$ cat config.mk
export PLATFORM = sky130hd
export DESIGN_NAME = regfile_dump_reader
export DESIGN_NICKNAME = d
export VERILOG_FILES = /design/src/rtl/regfile_dump_reader.sv
export SDC_FILE = /design/constraint.sdc
export NUM_CORES = 1
export LEC_CHECK = 0
export CORE_ASPECT_RATIO = 1.4
export CORE_UTILIZATION = 54
export CTS_BUF_LIST = sky130_fd_sc_hd__clkbuf_8
export CTS_CLUSTER_SIZE = 16
export DETAILED_ROUTE_END_ITERATION = 8
export PLACE_DENSITY = 0.79
export SYNTH_ARGS = -nofsm -noshare
export SYNTH_HDL_FRONTEND = slang
export SYNTH_SLANG_ARGS = --single-unit
$ cat constraint.sdc
create_clock -name clk -period 2.7 [get_ports clk]
set_clock_uncertainty 0.15 [all_clocks]
set_input_delay 0.81 -clock clk [delete_from_list [all_inputs] [get_ports clk]]
set_output_delay 0.81 -clock clk [all_outputs]
set_load 0.05 [all_outputs]
$ cat src/rtl/regfile_dump_reader.sv
// regfile_dump_reader
//   Debug readout engine. On a start pulse it walks register IDs 0..NUM_REGS-1
//   through one combinational register-file read port and streams a frame over a
//   valid/ready byte interface: HDR_BYTE, then 4 little-endian bytes per register,
//   then the XOR of all data bytes (the header is not included in the checksum).
// Ports
//   clk, reset          clock; asynchronous active-high reset
//   start, abort        begin a dump (IDLE only) / cancel a dump in progress
//   busy, done          dump in progress / 1-cycle pulse after checksum accepted
//   rd_id, rd_data      register-file read port (rd_data valid same cycle)
//   tx_data, tx_valid   byte stream to transmitter, accepted on tx_valid & tx_ready
//   tx_ready
module regfile_dump_reader #(
  parameter int          NUM_REGS = 32,
  parameter int          ID_W     = 5,
  parameter int          DATA_W   = 32,
  parameter logic [7:0]  HDR_BYTE = 8'hA5
) (
  input  logic              clk,
  input  logic              reset,
  input  logic              start,
  input  logic              abort,
  output logic              busy,
  output logic              done,
  output logic [ID_W-1:0]   rd_id,
  input  logic [DATA_W-1:0] rd_data,
  output logic [7:0]        tx_data,
  output logic              tx_valid,
  input  logic              tx_ready
);

  typedef enum logic [2:0] {S_IDLE, S_HDR, S_LATCH, S_SEND, S_CSUM} state_e;

  localparam logic [ID_W-1:0] LAST_ID = ID_W'(NUM_REGS - 1);

  state_e          state_q, state_d;
  logic [ID_W-1:0] index_q, index_d;
  logic [ID_W-1:0] rd_id_q, rd_id_d;
  logic [1:0]      byte_q, byte_d;
  logic [7:0]      checksum_q, checksum_d;
  logic [31:0]     shift_q, shift_d;
  logic [7:0]      tx_data_q, tx_data_d;
  logic            tx_valid_q, tx_valid_d;
  logic            busy_q, busy_d;
  logic            done_q, done_d;

  logic hs;
  logic kill;

  assign hs   = tx_valid_q & tx_ready;
  // abort only acts on a dump in progress; in IDLE it is a no-op
  assign kill = abort & (state_q != S_IDLE);

  // state register
  always_ff @(posedge clk or posedge reset) begin
    if (reset) begin
      state_q    <= S_IDLE;
      index_q    <= '0;
      rd_id_q    <= '0;
      byte_q     <= '0;
      checksum_q <= '0;
      shift_q    <= '0;
      tx_data_q  <= '0;
      tx_valid_q <= 1'b0;
      busy_q     <= 1'b0;
      done_q     <= 1'b0;
    end else begin
      state_q    <= state_d;
      index_q    <= index_d;
      rd_id_q    <= rd_id_d;
      byte_q     <= byte_d;
      checksum_q <= checksum_d;
      shift_q    <= shift_d;
      tx_data_q  <= tx_data_d;
      tx_valid_q <= tx_valid_d;
      busy_q     <= busy_d;
      done_q     <= done_d;
    end
  end

  // next-state logic
  always_comb begin
    state_d = state_q;
    if (kill) begin
      state_d = S_IDLE;
    end else begin
      case (state_q)
        S_IDLE:  if (start && !abort) state_d = S_HDR;
        S_HDR:   if (hs) state_d = S_LATCH;
        S_LATCH: state_d = S_SEND;
        S_SEND:  if (hs && byte_q == 2'd3)
                   state_d = (index_q == LAST_ID) ? S_CSUM : S_LATCH;
        S_CSUM:  if (hs) state_d = S_IDLE;
        default: state_d = S_IDLE;
      endcase
    end
  end

  // output / datapath logic; every registered output is computed for the
  // state being entered so it is valid from the first cycle of that state
  always_comb begin
    index_d    = index_q;
    rd_id_d    = rd_id_q;
    byte_d     = byte_q;
    checksum_d = checksum_q;
    shift_d    = shift_q;
    tx_data_d  = tx_data_q;
    tx_valid_d = tx_valid_q;
    busy_d     = busy_q;
    done_d     = 1'b0;
    case (state_q)
      S_IDLE: if (start && !abort) begin
        busy_d     = 1'b1;
        index_d    = '0;
        checksum_d = '0;
        byte_d     = '0;
        tx_valid_d = 1'b1;
        tx_data_d  = HDR_BYTE;
      end
      S_HDR: if (hs) begin
        tx_valid_d = 1'b0;
        rd_id_d    = index_q;
      end
      S_LATCH: begin
        // rd_id has been stable all cycle, so rd_data is the value for index_q
        shift_d    = 32'(rd_data);
        tx_data_d  = rd_data[7:0];
        tx_valid_d = 1'b1;
        byte_d     = '0;
      end
      S_SEND: if (hs) begin
        checksum_d = checksum_q ^ tx_data_q;
        byte_d     = byte_q + 2'd1;
        shift_d    = shift_q >> 8;
        if (byte_q != 2'd3) begin
          tx_data_d = shift_q[15:8];
        end else if (index_q == LAST_ID) begin
          tx_data_d = checksum_q ^ tx_data_q;
        end else begin
          tx_valid_d = 1'b0;
          index_d    = index_q + 1'b1;
          rd_id_d    = index_q + 1'b1;
        end
      end
      S_CSUM: if (hs) begin
        tx_valid_d = 1'b0;
        busy_d     = 1'b0;
        done_d     = 1'b1;
      end
      default: ;
    endcase
    if (kill) begin
      tx_valid_d = 1'b0;
      busy_d     = 1'b0;
      done_d     = 1'b0;
    end
  end

  assign busy     = busy_q;
  assign done     = done_q;
  assign rd_id    = rd_id_q;
  assign tx_data  = tx_data_q;
  assign tx_valid = tx_valid_q;

endmodule

# After elaboration in Yosys (flattened, before gate mapping)
# Index checks and enable logic that the tools add are counted.
# Widths: inputs -> output; s select.
# totals
register_bits	66
input_bits	37
output_inout_bits	16
word_cells	96
# op_classes
n_addsub	2
eq_ne	21
muxes	39
bitwise	3
reduce_logical	21
# op_table
op	count
$pmux 32 s2	1
$mux 8	6
$mux 32	1
$mux 5	5
$ne 3x3->1 const B	8
$pmux 8 s3	1
$pmux 5 s2	2
$mux 3	6
$pmux 8 s2	1
$pmux 3 s5	1
$ne 2x2->1 const B	6
$mux 1	10
$reduce_and 5->1	2
$reduce_and 3->1	3
$reduce_bool 3->1	3
$reduce_and 4->1	2
$xor 8x8->8	1
$eq 3x2->1 const B	2
$pmux 2 s3	1
$reduce_and 6->1	1
$reduce_bool 2->1	3
$add 5x1->5 const B	1
$eq 5x5->1 const B	1
$reduce_bool 5->1	1
other kinds (14)	17

# Longest topological paths before layout
# Gate-level depths: netlist of the first run.
# logic_depth
ltp_word	6
depth_mapped	7
mapped_depth_nobuf	7

# Worst setup path after synthesis of the first run
# OpenSTA, ideal clock, no wires.
# synth_timing
path_kind	register -> register
start	register index_q[0]
end	register rd_id_q[4] (netlist: rd_id[4])
setup_ps	160
arrival_ps	2055
required_ps	2390
path_slack_ps	335
path_stages_with_launch	7
path_buffers	0
synth_period_minus_slack_ps	2365
path_cell_list	dfrtp_1 -> ha_1 -> and3_1 -> ha_1 -> nand2b_1 -> a2111oi_2 -> a31oi_1
# synth_between
elab_chain_len	5
elab_cells_between_ends	8
cone_classes	add/sub: 1; eq/ne: 2; mux: 4; reduce/logical: 1
# synth_lines
element	line_no	rtl
from (decl)	37	logic [ID_W-1:0] index_q, index_d;
from (signal assigned)	69	index_q <= index_d;
$add 5x1->5	142	rd_id_d = index_q + 1'b1;
$mux 5	137	end else if (index_q == LAST_ID) begin
$mux 5	135	if (byte_q != 2'd3) begin
$mux 5	131	S_SEND: if (hs) begin
$pmux 5 s2	111	case (state_q)
to (signal assigned)	70	rd_id_q <= rd_id_d;
to (decl)	38	logic [ID_W-1:0] rd_id_q, rd_id_d;
# Several ways; a longest one is shown, not always the timed one. The select of a mux whose other input is x is not followed.
# A chain may end at the register's enable or synchronous reset.

# Worst setup path in the final report of the first run
# layout_timing
start	register tx_valid_q (netlist: tx_valid)
end	output tx_valid
# layout_lines
element	line_no	rtl
from (decl)	43	logic tx_valid_q, tx_valid_d;
from (signal assigned)	75	tx_valid_q <= tx_valid_d;
to (decl)	28	output logic tx_valid,
# No word-level cell between the ends.

==> impl_metrics.py, run 1 <==
metrics = {
    "run_status": {
        "status": "completed",
    },
    "yosys": {
        "synth_ff_type": "dfrtp_1",
        "synth_edf_count": 0,
        "synthArstFlopShare": 1.00,
        "yosys.area.top_type": "dfrtp_1",
        "yosys_register_bits": 58,
        "synth.area.top_cells": "dfrtp_1 49%, o21ai_0 8.0%, mux2i_1 5.4%",
        "syn-cell-area_mm2": 0.00295,
        "syn_inst": 303,
        "yosysSeqAreaShare": 0.492,
        "ys_warn_count": 0,
        "synth_top_cell_area_share": 0.492,
        "syn_avg_cell_area_um2": 9.73,
        "synth.most_common_cell": "dfrtp_1",
        "synth_commonest_cells": "58 x dfrtp_1, 47 x o21ai_0, 34 x nand2_1, 16 x mux2i_1, 15 x a21oi_1",
        "synth.net_count": 345,
        "ys_types": 42,
    },
    "route": {
        "dr.pass1.iters": 4,
        "wirelength_um": 6730,
        "vias": 2593,
        "wl_per_cell_um": 15.3,
        "drc": 0,
        "ant_nets": 0,
        "via_per_inst": 5.91,
        "drt_iter0_drc": 355,
    },
    "clock_tree": {
        "post_cts_resized": 0,
        "postCtsSetupBuffers": 0,
        "clkTransAtPathRegs_ns": 0.08,
        "cts-root-buf": "clkbuf_8",
        "clockBufferDepth": 2,
        "holdBufCountCts": 0,
        "cts_sinks": 58,
        "tritoncts": "built",
        "cts_buffers": 9,
        "clk_latency_ns": 0.34,
        "cts-htree-levels": 3,
    },
    "critical_path": {
        "cp.required_ns": 1.74,
        "cp_cell_sequence": "clkdlybuf4s50_1",
        "ff2ff_path_depth": 8,
        "critical-path-max-stage-delay_ns": 0.85,
        "critPathLaunchType": "flip-flop",
        "r2r-start": "index_q[0]",
        "setup.worst_path.end_class": "output pin",
        "critPathKind": "reg -> out",
        "critPathBufInv": 1,
        "cp.arrival_ns": 1.67,
        "timing.reg2reg.setup_slack_ns": 0.32,
        "critPathTopFamily": "buffers and inverters",
        "critical_path.slowest_cell": "clkdlybuf4s50_1",
        "r2r-end": "rd_id[3]",
        "cp_max_fo": 8,
    },
    "grt": {
        "antenna_found_initial": 0,
        "grtUsageTotal": 0.258,
        "grt_pass1_wl_um": 11300,
        "grt_pass1_vias": 2489,
        "grt_max_degree": 44,
        "overflow": 0,
    },
    "place": {
        "dp_cells": 423,
        "post-dp-hpwl_um": 4520,
        "globalplace.congestion": 0.868,
        "preCtsSetupSlack_ns": -0.0432,
        "port_buffers": 52,
    },
    "sta": {
        "fmax_ghz": 0.380,
        "hold_viol": 0,
        "rsz0062_at_grt": "false",
        "min_period_over_period": 0.976,
        "max_slew.worst_pin.slew_ns": 0.532,
        "setup_viol": 0,
        "fin_crit_ns": 2.63,
        "tns_ns": 0,
        "setup_ws_ns": 0.0652,
        "relSlewSlack": 0.645,
        "slew_viol_final": 0,
    },
    "layout": {
        "diodes": 0,
        "multi_input_area_mm2": 0.00140,
        "fin_cells": 439,
        "fin_nets": 410,
        "register_area_mm2": 0.00145,
        "syn_to_final_growth_pct": 32.2,
        "utilization": 0.750,
        "drive_above_1_share": 0.123,
        "fillerInstances": 378,
    },
    "worst_hold_path": {
        "holdPathStages": 2,
        "holdPathEnd": "shift_q[16]",
        "hp-start": "shift_q[16]",
        "hold_class": "reg -> reg",
    },
    "die": {
        "initial_core_util": 0.567,
        "dieArea_mm2": 0.00576,
        "ios": 53,
        "num_rows": 31,
        "core_mm2": 0.00520,
        "die_width_um": 64.5,
        "die_h_um": 89.4,
    },
    "pwr": {
        "p_int_w": 0.00248,
        "p_leak_nw": 1.64,
        "swShare": 0.390,
        "powerDensity_mw_per_mm2": 1040,
        "p_switching_w": 0.00159,
        "p_comb_frac": 0.400,
        "seq_power_share": 0.360,
        "p_clk_frac": 0.240,
        "ir_drop_uv": 574,
        "total_power_w": 0.00407,
    },
    "run": {
        "cap_violations": 0,
    },
}
==> power groups by stage <==
stage	Sequential (W)	Combinational (W)	Clock, W
after floorplan	0.00170	0.000857	0
after global placement	0.00146	0.00159	0
after detailed placement	0.00147	0.00162	0
after CTS	0.00146	0.00163	0.000985
after global routing	0.00151	0.00178	0.00103
final	0.00146	0.00163	0.000978
==> routing by layer <==
layer	vias up	GRT usage	routed length (um)
met2	115	0.416	3230
met1	1215	0.339	2970
met5	-	0	0
li1	1249	-	-
met3	14	0.0523	407
met4	0	0.109	129
==> layout make-up <==
class,instances,share of cell area
Clock buffer,9,0.0318
Clock inverter,7,0.0298
Inverter,6,0.00578
Multi-Input combinational cell,222,0.359
Sequential cell,58,0.372
Tap cell,66,0.0212
Timing Repair Buffer,71,0.180
==> through the flow <==
step / hold WS, ns / area [um^2]
after floorplan: 0.300 / 2950
after CTS: 0.336 / 3900
after global placement: 0.311 / 3660
final: 0.333 / 3900
after detailed placement: 0.321 / 3660
after global routing: 0.352 / 3900
==> cells by family (layout without fill, tap and decap cells) <==
kind of cell,Yosys count,in the layout,synth area share
simple gates,87,87,0.143
mux,19,19,0.0670
compound gates,109,109,0.238
xor+xnor,2,2,0.00594
fa+ha+maj,5,5,0.0212
buf+inv,23,93,0.0327
flops,58,58,0.492
==> sequential cells by signal (all words and copies together), names as in the netlist <==
signal	count
index_q	5
done	1
busy	1
byte_q	2
rd_id	5
tx_data	8
tx_valid	1
state_q	3
checksum_q	8
shift_q	24
==> cell usage in the layout (no fill, tap or decap), drive strengths merged, types with 3 or more instances in the layout <==
master,synthesis,final
dfrtp,58,58
mux2i,16,16
inv,6,7
a32o,3,3
a31oi,7,7
mux2,3,3
nand3,6,6
o22ai,4,4
nand4,3,3
bufinv,0,3
a22oi,4,4
a22o,10,10
nor3,10,10
nand3b,5,5
clkbuf,14,9
o21ai,47,47
a21oi,15,15
buf,3,19
ha,5,5
clkdlybuf4s50,0,52
nand2b,7,7
nor2,14,14
a2bb2oi,6,6
nand2,34,34
a211oi,4,4
==> worst max path at each step <==
stage          startpoint          to  slack [ns]  cells past startpoint
2_1_floorplan       reset        busy        0.31                      1
3_3_place_gp        start  index_q[0]      -0.008                      5
3_5_place_dp        start  index_q[1]       -0.04                      6
4_1_cts          tx_valid    tx_valid        0.08                      1
5_1_grt          tx_valid    tx_valid        0.04                      1
6_report         tx_valid    tx_valid        0.07                      1
Power figures use the tool's default switching activity.
==> run 2: changes to the inputs <==
--- a/constraint.sdc
+++ b/constraint.sdc
@@ -3,3 +3,3 @@
 set_input_delay 0.81 -clock clk [delete_from_list [all_inputs] [get_ports clk]]
 set_output_delay 0.81 -clock clk [all_outputs]
-set_load 0.05 [all_outputs]
+set_load 0.01 [all_outputs]
==> results of run 2 <==
Same layout as run 1 (identical final DEF). Status: completed.
Among the figures that moved: clock-pin slew on the worst setup and hold paths 0.08 ns -> 0.07 ns; setup slack after layout 0.0652 ns -> 0.270 ns; start point of the critical path tx_valid -> start; end point of the critical path tx_valid -> index_q[1]; total power 0.00407 W -> 0.00379 W; worst IR drop on VDD 574 uV -> 557 uV
==> run 3: changes to the inputs <==
- CTS_BUF_LIST: sky130_fd_sc_hd__clkbuf_8 -> sky130_fd_sc_hd__clkbuf_4
==> impl_metrics.py, run 3 (synthesis gave the netlist of run 1 again) <==
metrics = {
    "clock_tree": {
        "clockBufferDepth": 2,
        "cts-htree-levels": 3,
        "clk_latency_ns": 0.41,
        "holdBufCountCts": 0,
        "cts-root-buf": "clkbuf_4",
        "tritoncts": "built",
        "cts_buffers": 9,
        "post_cts_resized": 0,
        "postCtsSetupBuffers": 0,
        "clkTransAtPathRegs_ns": 0.12,
        "cts_sinks": 58,
    },
    "layout": {
        "diodes": 0,
        "fillerInstances": 394,
        "final_cell_mix": "58 x dfrtp_1, 52 x clkdlybuf4s50_1, 47 x o21ai_0",
        "multi_input_area_mm2": 0.00140,
        "fin_cells": 439,
        "register_area_mm2": 0.00145,
        "final_common_cell": "dfrtp_1",
        "drive_above_1_share": 0.123,
        "fin_area_mm2": 0.00384,
        "largest-register": "shift_q",
        "fin_nets": 410,
        "largest_register_ffs": 24,
        "syn_to_final_growth_pct": 30.3,
    },
    "route": {
        "wl_per_cell_um": 15.3,
        "dr.pass1.iters": 4,
        "wirelength_um": 6710,
        "vias": 2617,
        "ant_nets": 0,
        "via_per_inst": 5.96,
        "drc": 0,
        "drt_iter0_drc": 380,
    },
    "critical_path": {
        "startpoint": "tx_valid",
        "cp.arrival_ns": 1.47,
        "ff2ff_path_depth": 8,
        "critPathKind": "reg -> out",
        "setup.worst_path.end_class": "output pin",
        "critical-path-max-stage-delay_ns": 0.58,
        "critPathTopFamily": "buffers and inverters",
        "cp.required_ns": 1.74,
        "crit_cells": 1,
        "cp_cell_sequence": "clkdlybuf4s50_1",
        "cp_max_fo": 8,
        "critPathBufInv": 1,
        "critical_path.slowest_cell": "clkdlybuf4s50_1",
        "critPathLaunchType": "flip-flop",
        "r2r-start": "index_q[0]",
    },
    "die": {
        "dieArea_mm2": 0.00576,
        "die_h_um": 89.4,
        "num_rows": 31,
        "die_width_um": 64.5,
        "core_mm2": 0.00520,
        "initial_core_util": 0.567,
        "ios": 53,
    },
    "sta": {
        "setup_viol": 0,
        "tns_ns": 0,
        "hold_viol": 0,
        "rsz0062_at_grt": "false",
        "fmax_ghz": 0.411,
        "relSlewSlack": 0.633,
        "fin_crit_ns": 2.43,
        "slew_viol_final": 0,
        "min_period_over_period": 0.901,
        "max_slew.worst_pin.slew_ns": 0.550,
    },
    "grt": {
        "grtUsageTotal": 0.260,
        "grt_pass1_vias": 2475,
        "grt_pass1_wl_um": 11400,
        "antenna_found_initial": 0,
        "overflow": 0,
        "grt_max_degree": 44,
    },
    "run_status": {
        "status": "completed",
    },
    "place": {
        "post-dp-hpwl_um": 4520,
        "globalplace.congestion": 0.868,
        "port_buffers": 52,
        "dp_cells": 423,
        "placed_area_mm2": 0.00366,
    },
    "pwr": {
        "p_leak_nw": 1.62,
        "powerDensity_mw_per_mm2": 940,
        "ir_drop_uv": 547,
    },
    "run": {
        "cap_violations": 0,
    },
    "worst_hold_path": {
        "holdPathStages": 2,
        "hp-start": "shift_q[20]",
        "hold_class": "reg -> reg",
    },
}
-- run 3: final timing paths --
path / slack [ns] / to
worst max-delay path: 0.27 / tx_valid
worst min-delay path: 0.34 / shift_q[20]
worst max register to register: 0.29 / rd_id[3]
worst min register to register: 0.34 / shift_q[20]
max in group asynchronous: 1.30 / tx_data[7]
min in group asynchronous: 0.53 / index_q[0]
-- run 3: cell type report --
| type | instances | area share |
|---|---|---|
| sequential | 58 | 0.378 |
| multi-input combinational | 222 | 0.365 |
| timing repair buffer | 71 | 0.182 |
| clock inverter | 7 | 0.0303 |
| tap | 66 | 0.0215 |
| clock buffer | 9 | 0.0176 |
| inverter | 6 | 0.00586 |
-- run 3: per-stage QoR --
step	setup slack, ns	hold slack, ns	util	total power, W
finish	0.267	0.341	0.739	0.00361
global route	0.169	0.361	0.739	0.00387
CTS	0.268	0.344	0.739	0.00362
detailed placement	-0.0432	0.321	0.704	0.00281
global placement	-0.00846	0.311	0.704	0.00276
floorplan	0.312	0.300	-	0.00228
-- run 3: layer usage --
metal  wire (um)  share of wire  up-vias  track usage
li1            -              -     1252            -
met1        2980           0.44     1258        0.338
met2        3290           0.49       90        0.422
met3         305          0.045       17       0.0536
met4         133          0.020        0        0.111
met5           0              0        -            0
-- run 3: report_power, final --
group | internal [W] | switching [W] | total (W)
combinational | 0.000686 | 0.000653 | 0.00134
clock | 0.000469 | 0.000344 | 0.000812
sequential | 0.00118 | 0.000277 | 0.00146
